[config.mk]
export PLATFORM = sky130hd
export DESIGN_NAME = alu_operand_stage
export DESIGN_NICKNAME = d
export VERILOG_FILES = /design/src/rtl/alu_operand_stage.sv
export SDC_FILE = /design/constraint.sdc
export NUM_CORES = 1
export LEC_CHECK = 0
export ABC_AREA = 0
export ABC_CLOCK_PERIOD_IN_PS = 15050
export CORE_MARGIN = 5
export CORE_UTILIZATION = 50
export DETAILED_ROUTE_END_ITERATION = 10
export PLACE_DENSITY = 0.91
export SLEW_MARGIN = 20
export SYNTH_ARGS = -nofsm -noshare
export SYNTH_HDL_FRONTEND = slang
export SYNTH_SLANG_ARGS = --single-unit
export TNS_END_PERCENT = 100
[constraint.sdc]
create_clock -name clk -period 15.05 [get_ports clk]
set_input_delay 3.7625 -clock clk [delete_from_list [all_inputs] [get_ports clk]]
set_output_delay 3.7625 -clock clk [all_outputs]
set_load 0.01 [all_outputs]
[src/rtl/alu_operand_stage.sv]
// Execute-stage operand register feeding the adder/subtractor: forms a/b/c from the
// issued operands and buffers them in a two-entry (main + skid) elastic buffer.
module alu_operand_stage #(
  parameter int XLEN = 32
) (
  input  logic            clk,
  input  logic            rst,
  input  logic            flush,
  input  logic            in_valid,
  output logic            in_ready,
  input  logic [XLEN-1:0] in_rs1,
  input  logic [XLEN-1:0] in_rs2,
  input  logic [XLEN-1:0] in_imm,
  input  logic [XLEN-1:0] in_pc,
  input  logic            in_sel_a,
  input  logic            in_sel_b,
  input  logic            in_sub,
  output logic            out_valid,
  input  logic            out_ready,
  output logic [XLEN-1:0] out_a,
  output logic [XLEN-1:0] out_b,
  output logic            out_c
);

  typedef enum logic [1:0] {EMPTY, ONE, FULL} state_t;

  state_t          state, state_next;
  logic            accept, consume;
  logic            load_main, main_from_skid, load_skid;
  logic [XLEN-1:0] new_a, new_b;
  logic            new_c;
  logic [XLEN-1:0] main_a, main_b, skid_a, skid_b;
  logic            main_c, skid_c;

  // Handshake flags come from registered state only, so no combinational in->out path.
  assign in_ready  = (state != FULL);
  assign out_valid = (state != EMPTY);

  // A flush cycle neither accepts nor consumes, whatever the handshakes say.
  assign accept  = in_valid & in_ready & ~flush;
  assign consume = out_valid & out_ready & ~flush;

  // Immediate subtract does not exist, so c is forced low whenever b takes the immediate.
  assign new_a = in_sel_a ? in_pc  : in_rs1;
  assign new_b = in_sel_b ? in_imm : in_rs2;
  assign new_c = in_sub & ~in_sel_b;

  always_ff @(posedge clk or posedge rst) begin
    // NOTE: sequential state uses non-blocking assignments so every register samples pre-edge values.
    if (rst) state <= EMPTY;
    else     state <= state_next;
  end

  always_comb begin
    // NOTE: every output of this block gets a default first so no path infers a latch.
    state_next     = state;
    load_main      = 1'b0;
    main_from_skid = 1'b0;
    load_skid      = 1'b0;
    if (flush) begin
      state_next = EMPTY;
    end else begin
      unique case (state)
        EMPTY: begin
          if (accept) begin
            state_next = ONE;
            load_main  = 1'b1;
          end
        end
        ONE: begin
          if (accept && consume) begin
            load_main = 1'b1;
          end else if (accept) begin
            state_next = FULL;
            load_skid  = 1'b1;
          end else if (consume) begin
            state_next = EMPTY;
          end
        end
        FULL: begin
          if (consume) begin
            state_next     = ONE;
            main_from_skid = 1'b1;
          end
        end
        default: state_next = EMPTY;
      endcase
    end
  end

  // NOTE: the two data entries are reset too, because outputs must read zero straight out of reset.
  always_ff @(posedge clk or posedge rst) begin
    if (rst) begin
      main_a <= '0;
      main_b <= '0;
      main_c <= 1'b0;
    end else if (load_main) begin
      main_a <= new_a;
      main_b <= new_b;
      main_c <= new_c;
    end else if (main_from_skid) begin
      main_a <= skid_a;
      main_b <= skid_b;
      main_c <= skid_c;
    end
  end

  always_ff @(posedge clk or posedge rst) begin
    if (rst) begin
      skid_a <= '0;
      skid_b <= '0;
      skid_c <= 1'b0;
    end else if (load_skid) begin
      skid_a <= new_a;
      skid_b <= new_b;
      skid_c <= new_c;
    end
  end

  // Main entry drives the adder directly; it is untouched while stalled or empty.
  assign out_a = main_a;
  assign out_b = main_b;
  assign out_c = main_c;

endmodule

==> qor.csv <==
stage,metric,value,unit
timing,tns,0,ns
routing,routed_wl,15400,um
clocking,ctsResizeCount,0,
global_routing,track_usage,0.212,
global_routing,use_met3,0.0606,
min_path,hp-class,reg2reg,
critical_path,r2r_start,state[0]$_DFFE_PP0P_,
critical_path,crit_type,in2reg,
routing,wl_per_cell,17.5,um
floorplan,initial_core_util,0.513,
synth,syn_nets,644,
timing,fin_crit_sh,0.386,
synth,synth-seq-cells,132,
final_layout,nFillCells,815,
clocking,h-tree-depth,4,
critical_path,critPathCaptureType,flip-flop,
power_and_ir_drop,leakage,3.75,nW
final_layout,finalNetCount,835,
synth,yosys_warnings,0,
final_layout,syn_to_final_growth,42.5,%
routing,drt_iter0_drc,392,
critical_path,critPathLaunch,flush,
timing,setup_viol,0,
global_routing,use_met1,0.257,
clocking,postCtsHoldBufs,0,
timing,slew_headroom,0.357,
global_routing,grt_pass1_wl,24900,um
placed_design,routabilityCongestion,0.750,
synth,synth_cells,508,
routing,vias_per_cell,5.27,
synth,syn_area_per_cell,12.2,sq um
run_status,outcome,"complete, no violations",
synth,synth_edf_count,0,
routing,vias,4630,
flow_run,cap_violations,0,
routing,first_pass_iters,5,
synth,ys_async_sr_fraction,1.00,
floorplan,num_rows,40,
final_layout,register_area,0.00330,sq mm
timing,rsz0062_at_grt,false,
clocking,cts_tree,done,
floorplan,die_x,121,um
final_layout,antenna_cells,0,
global_routing,grt.busiest_layer,met2,
timing,final-hold-violation-count,0,
critical_path,required,15.30,ns
routing,postRouteAntennaNets,0,
timing,min_period,5.82,ns
synth,synth.largest_area_cell,dfrtp_1,
synth,ys_seq_area_frac,0.534,
floorplan,ioPinCount,203,
critical_path,path_max_fanout,39,
synth,netlist_top_cells_count,"mux2i_1, dfrtp_1, nand2_1, o21ai_0, clkbuf_1",
clocking,clk_pin_slew,0.05,ns
clocking,cts_buffer_depth,2,
global_routing,overflow,0,
clocking,root_buffer,clkbuf_16,
placed_design,place_hpwl,10600,um
critical_path,worst_ep_arrival_time,6.07,ns
synth,synth.area.top_cells,"dfrtp_1, mux2i_1, o21ai_0",
synth,synth_flop_cell,dfrtp_1,
critical_path,cp-start-kind,input pin,
clocking,post-cts-setup-buffer-count,0,
global_routing,grt_pass1_vias,4985,
final_layout,postLayoutCoreUtil,0.731,
synth,synth_area,0.00619,sq mm
floorplan,core-area,0.0121,sq mm
final_layout,multi_input_area,0.00264,sq mm
min_path,min_from,skid_b[23]$_DFFE_PP0P_,
global_routing,grt_max_degree,131,
timing,fmax,172,MHz
clocking,clk_latency,0.40,ns
routing,drc,0,
global_routing,antenna_found_initial,0,
synth,netlist.area_leader.share,0.534,
timing,drv_slew,0,
clocking,cts.sinks,132,
placed_design,portBuffers,202,
timing,skew,0.0124,ns
global_routing,grt_use_met2,0.358,
timing,worst_pin_slew,0.965,ns
clocking,cts_buffers,17,
floorplan,die_y,121,um
synth,yosysUniqueCellTypes,20,
power_and_ir_drop,powerDensity,131,mW/mm^2
synth,synth.most_common_cell,mux2i_1,
final_layout,drive_gt1_frac,0.0633,
power_and_ir_drop,ir_worst_vdd,0.0736,mV
floorplan,dieArea,0.0147,sq mm
[cell type report]
cell class	instances	share of cell area
sequential	132	0.375
tap	168	0.0238
clock buffer	18	0.0498
timing repair buffer	208	0.236
multi-input combinational	338	0.300
clock inverter	13	0.0155
inverter	2	0.00114
[metal layers]
layer,up-vias,wire (um)
li1,2171,-
met1,2275,6200
met2,159,7920
met3,25,949
met4,0,309
met5,-,0
[report_power, final]
part / switching, mW / leakage, nW / internal [mW] / total [mW]
clock: 0.151 / 0.274 / 0.246 / 0.398
sequential: 0.0498 / 1.62 / 0.441 / 0.491
combinational: 0.117 / 1.85 / 0.153 / 0.270
total: 0.318 / 3.75 / 0.840 / 1.16
[state kept, by name (all words and copies together), names as in the netlist]
name    count
out_b      32
state       2
out_a      32
out_c       1
skid_a     32
skid_c      1
skid_b     32
[path summary, 6_finish.rpt]
kind / cells past startpoint / slack, ns / endpoint
worst max-delay path: 6 / 9.23 / out_b[9]$_DFFE_PP0P_
max in group asynchronous: 4 / 10.02 / skid_b[12]$_DFFE_PP0P_
worst min-delay path: 2 / 0.48 / skid_b[23]$_DFFE_PP0P_
worst max register to register: 6 / 12.52 / out_b[9]$_DFFE_PP0P_
min in group asynchronous: 2 / 3.83 / out_a[5]$_DFFE_PP0P_
worst min register to register: 2 / 0.48 / skid_b[23]$_DFFE_PP0P_
[metrics by stage]
step	instance area, sq um	hold slack (ns)	setup WS [ns]	std cells	power, mW
after global placement	8210	0.461	8.94	847	0.745
after CTS	8790	0.483	9.24	878	1.17
final	8820	0.480	9.23	879	1.16
after global routing	8820	0.507	9.16	879	1.22
after detailed placement	8210	0.470	8.85	847	0.765
after floorplan	6190	0.450	7.76	508	0.608
[cell families (layout without fill, tap and decap cells)]
| logic type | Yosys count | in the layout | synth area share |
|---|---|---|---|
| xor gates and xnor gates | 1 | 1 | 0.00142 |
| and+or+nand+nor | 76 | 76 | 0.0524 |
| muxes | 194 | 194 | 0.314 |
| DFF | 132 | 132 | 0.534 |
| AOI/OAI and AO/OA | 67 | 67 | 0.0552 |
| buffers and inverters | 38 | 241 | 0.0437 |
[cells in the final DEF (no fill, tap or decap), drive strengths merged, types with 4 or more instances in the layout]
cell,n
mux2i,194
nand2,66
buf,8
clkinv,7
clkbuf,18
clkdlybuf4s50,200
clkinvlp,4
dfrtp,132
o21ai,65
[worst max-delay path, stage by stage]
cell             delay (ns)
clkdlybuf4s50_1        0.54
nor3b_4                0.21
buf_4                  0.44
buf_4                  0.65
mux2i_1                0.32
mux2i_1                0.10
Note: power is estimated with default switching activity, not from simulation.
